<file path="src/rtl/digit_serial_adder_pkg.sv">
// Shared definitions for the digit-serial adder: state encoding, step-count
// helper and the parameter legality check used at elaboration.
package digit_serial_adder_pkg;

    typedef logic [1:0] state_t;

    localparam state_t ST_IDLE = 2'd0;
    localparam state_t ST_RUN  = 2'd1;
    localparam state_t ST_DONE = 2'd2;

    // Number of digit steps needed to cover the full operand width.
    function automatic int unsigned steps_of(input int unsigned width,
                                             input int unsigned digit);
        return width / digit;
    endfunction

    // Legal configuration: at least one bit per digit, digit fits the word,
    // and the word splits into whole digits.
    function automatic bit cfg_ok(input int unsigned width,
                                  input int unsigned digit);
        return (digit >= 1) && (digit <= width) && ((width % digit) == 0);
    endfunction

endpackage

</file>
<file path="src/rtl/digit_serial_adder_digit_adder.sv">
// digit_adder: combinational DIGIT-bit ripple of full-adder cells.
// Ports:
//   x, y      in   DIGIT-bit addends
//   ci        in   carry into bit 0
//   sum       out  DIGIT-bit sum
//   co        out  carry out of the top bit
//   c_msb_in  out  carry into the top bit (for signed overflow)
module digit_adder #(
    parameter int unsigned DIGIT = 2
) (
    input  logic [DIGIT-1:0] x,
    input  logic [DIGIT-1:0] y,
    input  logic             ci,
    output logic [DIGIT-1:0] sum,
    output logic             co,
    output logic             c_msb_in
);

    logic [DIGIT:0] c;

    // Ripple chain; c[i] is the carry into bit i.
    always_comb begin
        c    = '0;
        sum  = '0;
        c[0] = ci;
        for (int i = 0; i < int'(DIGIT); i++) begin
            sum[i]   = x[i] ^ y[i] ^ c[i];
            c[i + 1] = (x[i] & y[i]) | (c[i] & (x[i] ^ y[i]));
        end
    end

    assign co       = c[DIGIT];
    assign c_msb_in = c[DIGIT-1];

endmodule

</file>
<file path="src/rtl/digit_serial_adder.sv">
// digit_serial_adder: adds two WIDTH-bit operands plus carry-in, DIGIT bits
// per clock, LSB digit first, returning sum, carry-out and signed overflow
// through valid/ready handshakes.
// Ports:
//   clk, rst_n          clock, async active-low reset
//   in_valid/in_ready   operand handshake (a, b, cin)
//   out_valid/out_ready result handshake (s, cout, ovf)
module digit_serial_adder
    import digit_serial_adder_pkg::*;
#(
    parameter int unsigned WIDTH = 8,
    parameter int unsigned DIGIT = 2
) (
    input  logic             clk,
    input  logic             rst_n,
    input  logic             in_valid,
    output logic             in_ready,
    input  logic [WIDTH-1:0] a,
    input  logic [WIDTH-1:0] b,
    input  logic             cin,
    output logic             out_valid,
    input  logic             out_ready,
    output logic [WIDTH-1:0] s,
    output logic             cout,
    output logic             ovf
);

    localparam int unsigned STEPS = steps_of(WIDTH, DIGIT);
    localparam int unsigned CNT_W = (STEPS > 1) ? $clog2(STEPS) : 1;

    if (!cfg_ok(WIDTH, DIGIT)) begin : g_cfg_err
        $error("digit_serial_adder: WIDTH must be a multiple of DIGIT, DIGIT >= 1");
    end

    state_t             state_q, state_d;
    logic [WIDTH-1:0]   a_q, a_d;
    logic [WIDTH-1:0]   b_q, b_d;
    logic               carry_q, carry_d;
    logic [CNT_W-1:0]   cnt_q, cnt_d;
    logic [WIDTH-1:0]   s_q, s_d;
    logic               cout_q, cout_d;
    logic               ovf_q, ovf_d;

    logic [DIGIT-1:0]   dig_x, dig_y, dig_sum;
    logic               dig_co, dig_cmsb;

    // Current digit of the latched operands.
    assign dig_x = a_q[cnt_q*DIGIT +: DIGIT];
    assign dig_y = b_q[cnt_q*DIGIT +: DIGIT];

    digit_adder #(
        .DIGIT (DIGIT)
    ) u_digit_adder (
        .x        (dig_x),
        .y        (dig_y),
        .ci       (carry_q),
        .sum      (dig_sum),
        .co       (dig_co),
        .c_msb_in (dig_cmsb)
    );

    // State register and datapath registers.
    always_ff @(posedge clk or negedge rst_n) begin
        if (!rst_n) begin
            state_q <= ST_IDLE;
            a_q     <= '0;
            b_q     <= '0;
            carry_q <= 1'b0;
            cnt_q   <= '0;
            s_q     <= '0;
            cout_q  <= 1'b0;
            ovf_q   <= 1'b0;
        end else begin
            state_q <= state_d;
            a_q     <= a_d;
            b_q     <= b_d;
            carry_q <= carry_d;
            cnt_q   <= cnt_d;
            s_q     <= s_d;
            cout_q  <= cout_d;
            ovf_q   <= ovf_d;
        end
    end

    // Next-state and datapath update.
    always_comb begin
        state_d = state_q;
        a_d     = a_q;
        b_d     = b_q;
        carry_d = carry_q;
        cnt_d   = cnt_q;
        s_d     = s_q;
        cout_d  = cout_q;
        ovf_d   = ovf_q;
        case (state_q)
            ST_IDLE: begin
                if (in_valid) begin
                    a_d     = a;
                    b_d     = b;
                    carry_d = cin;
                    cnt_d   = '0;
                    state_d = ST_RUN;
                end
            end
            ST_RUN: begin
                s_d[cnt_q*DIGIT +: DIGIT] = dig_sum;
                carry_d = dig_co;
                // Final digit holds the MSB: capture carry-out and overflow.
                if (cnt_q == CNT_W'(STEPS - 1)) begin
                    cout_d  = dig_co;
                    ovf_d   = dig_co ^ dig_cmsb;
                    state_d = ST_DONE;
                end else begin
                    cnt_d = cnt_q + CNT_W'(1);
                end
            end
            ST_DONE: begin
                if (out_ready) begin
                    state_d = ST_IDLE;
                end
            end
            default: state_d = ST_IDLE;
        endcase
    end

    // Gated by rst_n so in_ready reads low while reset is asserted.
    assign in_ready  = rst_n & (state_q == ST_IDLE);
    assign out_valid = (state_q == ST_DONE);
    assign s         = s_q;
    assign cout      = cout_q;
    assign ovf       = ovf_q;

endmodule
</file>
<file path="config.mk">
export PLATFORM = sky130hd
export DESIGN_NAME = digit_serial_adder
export DESIGN_NICKNAME = d
export VERILOG_FILES = /design/src/rtl/digit_serial_adder_pkg.sv /design/src/rtl/digit_serial_adder_digit_adder.sv /design/src/rtl/digit_serial_adder.sv
export SDC_FILE = /design/constraint.sdc
export NUM_CORES = 1
export LEC_CHECK = 0
export ABC_AREA = 0
export CORE_MARGIN = 2
export CORE_UTILIZATION = 52
export CTS_BUF_LIST = sky130_fd_sc_hd__clkbuf_2 sky130_fd_sc_hd__clkbuf_4 sky130_fd_sc_hd__clkbuf_8
export DETAILED_ROUTE_END_ITERATION = 16
export GPL_TIMING_DRIVEN = 0
export PLACE_DENSITY = 0.91
export SYNTH_ARGS = -nofsm -noshare
export SYNTH_HDL_FRONTEND = slang
export SYNTH_SLANG_ARGS = --single-unit
</file>
<file path="constraint.sdc">
create_clock -name clk -period 3.11 [get_ports clk]
set_input_delay 0.622 -clock clk [delete_from_list [all_inputs] [get_ports clk]]
set_output_delay 0.622 -clock clk [all_outputs]
set_load 0.005 [all_outputs]
</file>
=== After elaboration in Yosys (flattened, before gate mapping) ===
Cells that the tools add are included.

* Bitwise operators: 12
* Multiplexer cells: 10
* $add $sub $neg: 2
* Eq/ne operators: 7
* Reduce and logical (&&, ||, !) cells: 7
* Shifts and indexed selects: 4

{| class="wikitable"
|+ Operators by type and width
! cell !! number
|-
| 3-bit negation with 34-bit output || 1
|-
| 2-bit by 34-bit variable shift with 8-bit output (first input constant) || 1
|-
| 2-bit by 34-bit variable part select with 8-bit output || 1
|-
| 8-bit by 4-bit variable part select with 2-bit output || 2
|-
| 2-bit 2-to-1 mux || 5
|-
| 8-bit bitwise mux || 1
|-
| 2-bit inequality test (second input constant) || 3
|-
| 2-bit case mux with 3 select lines || 1
|-
| 2-bit AND reduction || 3
|-
| 3-bit AND reduction || 2
|-
| 1-bit AND || 5
|-
| 1-bit bitwise XOR || 5
|-
| 2-bit == test (second input constant) || 2
|-
| 2-bit case mux with 2 select lines || 1
|-
| 2-bit by 1-bit adder with 2-bit output (second input constant) || 1
|-
| 2-bit by 1-bit == test with 1-bit output (second input constant) || 1
|-
| 2-bit zero test || 1
|-
| 2-bit by 1-bit inequality test with 1-bit output (second input constant) || 1
|-
| 1-bit bitwise OR || 2
|-
| 1-bit case mux with 2 select lines || 1
|-
| 2-bit nonzero test || 1
|-
| 1-bit 2-to-1 mux || 1
|}

* Word-level logic and storage cells: 50
* Register bits after elaboration: 31
* Output and inout port bits: 12
* Input port bits: 21

=== Depth between registers and ports, before layout ===
Gate-level depths: netlist of run 1.

* Word-level depth: 7
* Gate-level depth with buffers: 5
* Gate-level depth less buffers: 5

=== Modules after synthesis ===
From an unflattened synthesis of run 1, not the netlist that was laid out.

* Cell total of the unflattened synthesis: 116
* Area total of the unflattened synthesis: 1,577.8 µm²

{| class="wikitable"
|+ By module, submodules not included
! module !! area an instance (µm²) !! cells each !! instances !! sequential area each (µm²)
|-
| digit_serial_adder || 1,537.7 || 114 || 1 || 775.7
|-
| digit_adder || 40.0 || 2 || 1 || 0.0
|}

=== Least setup slack after synthesis of run 1 ===
Ideal clock, no wire load.

* Path kind: register to register
* Start point: register cnt_q[0]
* End point: register s_q[3], in the netlist s[3]
* Setup slack: 0.610 ns
* Cell stages (with the launch flop): 6
* Arrival: 2.376 ns
* Cells stage by stage: dfrtp_1 > mux4_2 > fa_1 > fa_1 > and4b_1 > mux2_2

* Word-level cells in the longest chain between the ends: 7
* Elaborated cells on any way between the ends: 13

{| class="wikitable"
|+ RTL lines
! element !! RTL line !! RTL
|-
| start: declaration || digit_serial_adder.sv:39 || <nowiki>logic [CNT_W-1:0] cnt_q, cnt_d;</nowiki>
|-
| start signal: assignment || digit_serial_adder.sv:78 || <nowiki>cnt_q <= cnt_d;</nowiki>
|-
| 8-bit by 4-bit variable part select with 2-bit output (on tied branches) || digit_serial_adder.sv:48, digit_serial_adder.sv:49 ||
|-
| 1-bit bitwise XOR || digit_serial_adder_digit_adder.sv:27, digit_serial_adder_digit_adder.sv:28 ||
|-
| 1-bit AND || digit_serial_adder_digit_adder.sv:28 || <nowiki>c[i + 1] = (x[i] & y[i]) | (c[i] & (x[i] ^ y[i]));</nowiki>
|-
| 1-bit bitwise OR || digit_serial_adder_digit_adder.sv:28 ||
|-
| 1-bit bitwise XOR || digit_serial_adder_digit_adder.sv:27 || <nowiki>sum[i] = x[i] ^ y[i] ^ c[i];</nowiki>
|-
| 2-bit by 34-bit variable part select with 8-bit output || digit_serial_adder.sv:106 || <nowiki>s_d[cnt_q*DIGIT +: DIGIT] = dig_sum;</nowiki>
|-
| 8-bit bitwise mux * || digit_serial_adder.sv:106 ||
|-
| end signal: assignment || digit_serial_adder.sv:70 || <nowiki>s_q <= '0;</nowiki>
|-
| end signal: assignment || digit_serial_adder.sv:79 || <nowiki>s_q <= s_d;</nowiki>
|-
| end: declaration || digit_serial_adder.sv:40 || <nowiki>logic [WIDTH-1:0] s_q, s_d;</nowiki>
|}

Every way passes the cells marked *; elsewhere a longest branch is shown, timed or not.
A chain may end at the register's enable or synchronous reset.

=== Final worst setup path of run 1 ===
* Start point: register cnt_q[0]
* End point: register s_q[7], in the netlist s[7]

Same word-level chain as after synthesis.

==> results of run 1 <==
==> metrics by stage <==
| step | instances | utilization (%) |
|---|---|---|
| finish | 176 | 70.9 |
| global route | 176 | 70.9 |
| CTS | 176 | 70.9 |
| detailed placement | 168 | 68.8 |
| global placement | 168 | 68.8 |
| floorplan | 105 | - |
==> routing by layer <==
metal,part of all wire [%],vias to the layer above,track usage [%]
met2,55,31,34.8
met3,4.0,5,5.24
met4,1.6,0,7.79
met5,0,-,0
li1,-,474,-
met1,40,517,24.7
==> layout by cell type, fill, tap and decap left out, types with 2 or more instances in the layout <==
cell type,count
inv_1,3
and3b_1,4
fa_1,2
ha_1,6
and4b_1,2
mux4_2,4
nand3_1,2
o211ai_1,2
buf_2,3
nand2b_1,2
mux2_2,25
nor4bb_1,6
clkbuf_4,7
clkdlybuf4s50_1,31
dfrtp_1,31
==> state kept, by name, summed over array words and instances, names as in the netlist <==
signal,cells
s,8
cout,1
a_q,8
ovf,1
carry_q,1
b_q,8
cnt_q,2
state_q,2
==> area by class of cell <==
type	instances	share of cell area [%]
Sequential cell	31	39.0
Multi-Input combinational cell	67	38.1
Timing Repair Buffer	32	16.2
Clock buffer	7	2.64
Tap cell	31	1.95
Buffer	4	1.32
Inverter	3	0.566
Clock inverter	1	0.252
==> worst paths after layout <==
| path | cells past startpoint | from | slack, ns | endpoint |
|---|---|---|---|---|
| worst max register to register | 5 | cnt_q[0] | 0.21 | s[7] |
| worst min register to register | 1 | s[1] | 0.49 | s[1] |
| worst min-delay path | 1 | rst_n | 0.46 | s[3] |
| worst max-delay path | 5 | cnt_q[0] | 0.21 | s[7] |
| min in group clk | 1 | s[1] | 0.49 | s[1] |
| max in group asynchronous | 1 | rst_n | 2.16 | a_q[2] |
==> report_power, final <==
group / switching, uW / total (uW) / internal (uW)
clock network: 134 / 239 / 105
logic: 447 / 1110 / 667
registers: 145 / 736 / 591
==> kinds of logic (layout without fill, tap and decap cells) <==
family | after synthesis | after routing | share of synthesized area [%]
buf+inv | 7 | 47 | 2.39
xor+xnor | 1 | 1 | 0.557
fa+ha+maj | 8 | 8 | 7.32
flops | 31 | 31 | 49.4
mux | 30 | 30 | 24.4
compound gates | 6 | 6 | 3.10
simple gates | 22 | 22 | 12.9
==> run metrics, run 1 <==
cell taking the most area after synthesis dfrtp_1; # Post-CTS Setup Buffers 0; worst slack, placed -0.427 ns; Worst-Skew Late Latency roughly 0.33 ns; Avg Inst Size Synth approximately 15 um^2; drt via density 5.84; buffers and inverters on the worst path 0; Primary FF master, synth dfrtp_1; Multi-input gate area ~760 um^2; number of synthesized flops with an enable pin 0; period utilisation layout slightly above 90%; top-count cell post-synth dfrtp_1; Total GRT Usage between 20% and 30%; Rows 19; CP peak stage delay about 0.63 ns; Hold WS roughly 0.46 ns; status complete, but fails checks; Worst-path clk slew around 0.10 ns; Crit Path Class reg2reg; Crit path arrival time 3.17 ns; post-cts repair resize count 3; Fmax 0.345 GHz; Slew @ Worst Pin 0.784 ns; Post-DP HPWL approximately 2.3 mm; Initial Util between 50 and 60%; Tot Pwr approximately 2100 uW; FF/Latch Area 776 um^2; Leakage about 0.00087 uW; cts bufs inserted 5; crit-path max FO 9; max-slew violation count 0; GRT overflow 0; Area Overhead vs Synth 26.6%; Via Count between 1k and 1.5k; fill count roughly 200; CTS tree built; max cap viols 0; antenna violations before repair 0; area share of the largest cell type after synthesis slightly below 50%; number of diodes 0; Max Clock Skew 0.00757 ns; 1st-iter DRT viols 23; nets approximately 170; Die Span Y ~59 um; core area approximately 2800 um^2; drt drc 1; Top delay family on crit path adder cells; Post-Syn Area between 1500 and 2000 um^2; gp weighted congestion 0.777; cell mode on critical path fa_1; drt first pass iters 10; CP endpoint kind register; Pwr Density 1050 nW/um^2; Worst Setup Slack, final 0.215 ns; layout cells sized above 1 between 30% and 40%; Synthesized Nets 134; count of cell types in the netlist 26; Relative slew margins between 40% and 50%; Ports 33; vias in the first global route 1,073; Synth warnings 0; Post-Route WL 3.03 mm; maximum vdd drop 0.549 mV; CTS Sinks 31; ys async rst share 100%; DIE AREA about 3500 um^2; Synth Instances approximately 110; wire length of the first global-routing pass a little over 5 mm; synth top area cells dfrtp_1, mux2_2, mux4_2; CP Cell Sequence mux4_2, fa_1, fa_1, nor4bb_1, mux2_2; Hold Buf Count CTS 0; post-layout minimum cycle time 2.90 ns; RSZ-0062 raised after global routing false; synth cell count leaders dfrtp_1, mux2_2, ha_1, nor4bb_1; HP Class in2async; DIE WIDTH 59.0 um; DR WL/cell 17.2 um; Synth Register Bits 31; Crit path required time ~3.4 ns; setup_tns 0 ns; register area share after synthesis 49.4%; DP Area between 1500 and 2000 um^2; crit start category register; Root Buffer clkbuf_4; H-tree depth 2; fin area 1990 um^2; # port buffers 32; clock buffer depth 2; critical path's slowest cell dfrtp_1; largest net degree at the start of global routing 33; Final Hold Vio Count 0; violated checks DRC; setup violators final 0; ANT nets after route 0
Note: power is estimated with default switching activity, not from simulation.
==> run 2: changes to the inputs <==
- CORE_MARGIN: 2 -> 4
- CORE_UTILIZATION: 52 -> 47
- PLACE_DENSITY: 0.91 -> 0.87
- clock period: 3.11 -> 2.4 ns (I/O delays scaled with it)
==> run metrics, run 2 (synthesis results as in run 1) <==
violated checks setup timing (was DRC); gp weighted congestion 0.844 (was 0.777); Die Span Y 65.8 um (was 59.0 um); drt via density 5.38 (was 5.84); max cap viols 0 (unchanged); Final Util 66.4% (was 70.9%); ANT nets after route 0 (unchanged); Worst Setup Slack, final -0.00968 ns (was 0.215 ns); Leakage 0.000889 uW (was 0.000867 uW); Final Hold Vio Count 0 (unchanged); Slew @ Worst Pin 0.454 ns (was 0.784 ns); Total GRT Usage 16.4% (was 20.4%); Hold WS 0.0940 ns (was 0.456 ns); Worst-Skew Late Latency 0.34 ns (was 0.33 ns); commonest non-fill, non-tap cells in the layout clkdlybuf4s50_1, dfrtp_1, mux2_2 (was dfrtp_1, clkdlybuf4s50_1, mux2_2); CP endpoint kind register (unchanged); # port buffers 32 (unchanged); layout cells sized above 1 38.9% (was 31.7%); maximum vdd drop 0.754 mV (was 0.549 mV); setup violators final 1 (was 0); Area Overhead vs Synth 32.2% (was 26.6%); Ports 33 (unchanged); DIE WIDTH 65.8 um (was 59.0 um); H-tree depth 2 (unchanged); Post-DP HPWL 2.28 mm (was 2.27 mm); largest net degree at the start of global routing 33 (unchanged); crit start category register (unchanged); CTS tree built (unchanged); fill count 263 (was 197); Relative slew margins 69.7% (was 47.8%); Crit path required time 2.62 ns (was 3.39 ns); wire length of the first global-routing pass 5.28 mm (was 5.09 mm); Rows 20 (was 19); Pwr Density 1410 nW/um^2 (was 1050 nW/um^2); RSZ-0062 raised after global routing true (was false); antenna violations before repair 0 (unchanged); Worst-path clk slew 0.09 ns (was 0.10 ns); Max Clock Skew 0.0133 ns (was 0.00757 ns); number of diodes 0 (unchanged); DIE AREA 4330 um^2 (was 3480 um^2); drt first pass iters 3 (was 10); max-slew violation count 0 (unchanged); crit-path max FO 4 (was 9); Post-Route WL 3.09 mm (was 3.03 mm); 1st-iter DRT viols 50 (was 23); drt drc 0 (was 1); Root Buffer clkbuf_4 (unchanged); vias in the first global route 1,117 (was 1,073); commonest non-fill, non-tap cell in the layout clkdlybuf4s50_1; post-layout minimum cycle time 2.41 ns (was 2.90 ns); clock buffer depth 2 (unchanged); GRT overflow 0 (unchanged); Crit Path Class reg2reg (unchanged); Hold Buf Count CTS 0 (unchanged); cts bufs inserted 5 (unchanged); worst slack, placed -0.853 ns (was -0.427 ns); Cell Count Post-Placement 181 (was 168); nets 177 (was 173); DR WL/cell 16.0 um (was 17.2 um); Fmax 0.415 GHz (was 0.345 GHz); HP Class in2async (unchanged); CTS Sinks 31 (unchanged); Initial Util 50.2% (was 56.0%); Via Count 1,038 (was 1,027); core area 3130 um^2 (was 2810 um^2); Crit path arrival time 2.63 ns (was 3.17 ns); period utilisation layout 100% (was 93.1%); status complete, but fails checks (unchanged); Non-Filler Instances 193 (was 176)
## run 2: routing by layer
layer,track usage [%],up-vias,share of wire (%)
li1,-,479,-
met1,19.4,523,42
met2,27.8,29,52
met3,4.25,7,4.7
met4,7.77,0,2.1
met5,0,-,0
## run 2: timing repair
item	4_1_cts	5_1_grt
gates resized for setup	8	7
pin swaps	2	0
setup endpoints to repair	6	5
buffers inserted	3	1
## run 2: final timing paths
path | slack (ns) | cells past startpoint | startpoint | to
max | -0.01 | 5 | cnt_q[0] | s[3]
min | 0.09 | 1 | rst_n | s[5]
max reg2reg | -0.01 | 5 | cnt_q[0] | s[3]
min reg2reg | 0.51 | 1 | s[4] | s[4]
max in group asynchronous | 1.97 | 1 | rst_n | cnt_q[1]
min in group clk | 0.51 | 1 | s[4] | s[4]
## run 2: critical path: stages (launching register included)
cell	delay (ns)
dfrtp_2	0.43
mux4_2	0.54
fa_2	0.40
fa_2	0.46
and4b_1	0.21
mux2_4	0.26
## run 2: report_power, final
group          leakage (uW)  internal (uW)  total, uW  switching, uW
combinational      0.000478           1050       1680            635
sequential         0.000380            770        941            172
clock             0.0000317            124        302            177
total              0.000889           1940       2930            984
## run 2: metrics by stage
| stage | cell area, um^2 | total power (uW) | setup TNS [ns] |
|---|---|---|---|
| floorplan | 1580 | 1940 | 0 |
| global placement | 1950 | 2340 | -1.31 |
| detailed placement | 1950 | 2420 | -1.49 |
| CTS | 2030 | 2780 | -0.0538 |
| global route | 2080 | 3130 | -0.118 |
| finish | 2080 | 2930 | -0.00968 |
## run 2: final cells by class
cell class	instances	area, um^2	area share (%)
Tap cell	44	55.1	2.65
Clock inverter	2	12.5	0.602
Multi-Input combinational cell	67	802	38.6
Buffer	4	26.3	1.26
Timing Repair Buffer	36	348	16.7
Inverter	3	11.3	0.542
Clock buffer	6	45.0	2.17
Sequential cell	31	778	37.4
==> run 3: changes to the inputs <==
- ABC_AREA: 0 -> 1
- CORE_UTILIZATION: 47 -> 48
- GPL_TIMING_DRIVEN: 0 -> 1
- PLACE_DENSITY: 0.87 -> 0.88
- SYNTH_HIERARCHICAL: default -> 1
==> run metrics, run 3 <==
Synth Instances 201 (was 105); core area 3340 um^2 (was 3130 um^2); CP peak stage delay 0.52 ns (was 0.54 ns); Total GRT Usage 17.9% (was 16.4%); drt drc 0 (unchanged); WHS Endpoint s[5]; Pwr Density 1340 nW/um^2 (was 1410 nW/um^2); met1 usage 20.9% (was 19.4%); Worst-Skew Late Latency 0.35 ns (was 0.34 ns); WHS Path Cells 2; area share of the largest cell type after synthesis 47.0% (was 49.4%); drt first pass iters 4 (was 3); Max Clock Skew 0.0146 ns (was 0.0133 ns); cell mode on critical path nand2_1 (was fa_2); Synth Register Bits 31 (unchanged); period utilisation layout 90.4% (was 100%); Via Count 1,419 (was 1,038); DIE WIDTH 66.6 um (was 65.8 um); synth cell count leaders nand2_1, dfrtp_1, nand3_1, inv_1, nor2_1 (was dfrtp_1, mux2_2, ha_1, nor4bb_1); layout cells sized above 1 10.5% (was 38.9%); setup_tns 0 ns (was -0.00968 ns); buffers and inverters on the worst path 1 (was 0); Worst Setup Slack, final 0.230 ns (was -0.00968 ns); nets 266 (was 177); vias in the first global route 1,313 (was 1,117); Post-Route WL 3.31 mm (was 3.09 mm); Die Span Y 66.6 um (was 65.8 um); status completed (was complete, but fails checks); Avg Inst Size Synth 8.20 um^2 (was 15.0 um^2); routing usage on met3 6.58% (was 4.25%); gp weighted congestion 0.882 (was 0.844); Crit path required time 2.69 ns (was 2.62 ns); crit-path max FO 10 (was 4); CP endpoint kind register (unchanged); top-count cell post-synth nand2_1 (was dfrtp_1); Crit path arrival time 2.45 ns (was 2.63 ns); wire length of the first global-routing pass 5.84 mm (was 5.28 mm); Post-Syn Area 1650 um^2 (was 1570 um^2); GRT overflow 0 (unchanged); commonest non-fill, non-tap cells in the layout nand2_1, clkdlybuf4s50_1, dfrtp_1 (was clkdlybuf4s50_1, dfrtp_1, mux2_2); register area share after synthesis 47.0% (was 49.4%); maximum vdd drop 0.522 mV (was 0.754 mV); Top delay family on crit path adder cells (unchanged); Leakage 0.00105 uW (was 0.000889 uW); GR met2 Demand/Resource 29.8% (was 27.8%); cts bufs inserted 5 (unchanged); Hold Crit Start s[5]; Worst-path clk slew 0.11 ns (was 0.09 ns); DIE AREA 4440 um^2 (was 4330 um^2); reg2reg start cnt_q[0] (unchanged); H-tree depth 2 (unchanged); count of cell types in the netlist 24 (was 26); commonest non-fill, non-tap cell in the layout nand2_1 (was clkdlybuf4s50_1); DR WL/cell 11.6 um (was 16.0 um); Final Hold Vio Count 0 (unchanged); cell taking the most area after synthesis dfrtp_1 (unchanged); Fmax 0.461 GHz (was 0.415 GHz); number of diodes 0 (unchanged); Synthesized Nets 229 (was 134); critical path's slowest cell fa_1 (was mux4_2); # port buffers 32 (unchanged); gr busiest metal met2 (unchanged); # Post-CTS Setup Buffers 0 (was 3); clock buffer depth 2 (unchanged); FF-to-FF End s[5] (was s[3]); R2R cell count 9 (was 5); worst slack, placed 0.186 ns (was -0.853 ns); Initial Util 49.4% (was 50.2%); Relative slew margins 74.4% (was 69.7%); ys async rst share 100% (unchanged); Crit Path Class reg2reg (unchanged); setup violators final 0 (was 1); antenna violations before repair 0 (unchanged); HP Class reg2reg (was in2async); RSZ-0062 raised after global routing false (was true); post-layout minimum cycle time 2.17 ns (was 2.41 ns); number of synthesized flops with an enable pin 0 (unchanged); 1st-iter DRT viols 116 (was 50); Post-DP HPWL 2.42 mm (was 2.28 mm); Slew @ Worst Pin 0.384 ns (was 0.454 ns); crit start category register (unchanged); Root Buffer clkbuf_4 (unchanged); CTS Sinks 31 (unchanged); Synth warnings 6 (was 0); ANT nets after route 0 (unchanged); max-slew violation count 0 (unchanged); largest net degree at the start of global routing 32 (was 33); max cap viols 0 (unchanged); drt via density 4.98 (was 5.38); Ports 33 (unchanged); CTS tree built (unchanged); synth top area cells dfrtp_1, nand2_1, nand3_1 (was dfrtp_1, mux2_2, mux4_2); Rows 21 (was 20); Primary FF master, synth dfrtp_1 (unchanged); CP Cell Sequence buf_4, o21ai_0, nand2_1, fa_2, fa_1, nand2_1, nor2_1, nand3_1, nand2_1 (was mux4_2, fa_2, fa_2, and4b_1, mux2_4); Reg2Reg Setup Slack 0.23 ns (was -0.01 ns); Area Overhead vs Synth 25.7% (was 32.2%)
==> run 3: routing by layer <==
layer,vias up,wire length (um)
met2,52,1620
met1,648,1410
met3,8,219
li1,711,-
met4,0,58
met5,-,0
==> run 3: kinds of logic after synthesis <==
logic type               after synthesis  synth area share [%]
AO/OA/AOI/OAI                         15                  5.92
XOR/XNOR                               1                 0.531
adder cells (fa/ha/maj)                7                  6.22
buffers and inverters                 25                  7.44
flip-flops                            31                  47.0
AND/OR/NAND/NOR                      122                  32.9
==> run 3: how the worst max path moves through the flow <==
| stage | from | end | slack [ns] | cells past startpoint |
|---|---|---|---|---|
| floorplan | cnt_q[0] | s[3] | 0.1 | 12 |
| detailed placement | cnt_q[0] | s[7] | 0.19 | 10 |
| CTS | cnt_q[0] | s[7] | 0.15 | 10 |
| global placement | cnt_q[0] | s[3] | 0.25 | 9 |
| global route | cnt_q[0] | s[5] | 0.05 | 10 |
| finish | cnt_q[0] | s[5] | 0.23 | 9 |
==> run 3: what timing repair did <==
action	4_1_cts	5_1_grt
hold buffers	0	0
resized for setup	0	4
setup endpoints to repair	0	4
==> run 3: power breakdown <==
group / internal, uW / total [uW] / switching [uW]
sequential: 754 / 903 / 148
clock: 109 / 299 / 191
combinational: 674 / 1570 / 895
==> run 3: worst min-delay path, delay by kind of cell, from the launching register on <==
family / cells / cell delay (ns)
and+or+nand+nor: 2 / 0.10
DFF: 1 / 0.35
==> run 3: metrics by stage <==
| step | utilization (%) | hold slack (ns) | std cells | power, uW | area, um^2 |
|---|---|---|---|---|---|
| 3_3_place_gp | 60.3 | 0.458 | 277 | 2390 | 2010 |
| 4_1_cts | 61.9 | 0.489 | 285 | 2750 | 2070 |
| 3_5_place_dp | 60.3 | 0.466 | 277 | 2450 | 2010 |
| 5_1_grt | 62.1 | 0.508 | 285 | 3070 | 2070 |
| 6_report | 62.1 | 0.483 | 285 | 2770 | 2070 |
| 2_1_floorplan | - | 0.184 | 201 | 2010 | 1650 |
==> run 3: final cells by class <==
class	instances	area, um^2
clock inverters	3	15.0
flip-flops and latches	31	776
repair buffers	38	365
multi-input cells	145	756
well taps	46	57.6
inverters	17	66.3
clock buffers	5	37.5
fillers	311	1260
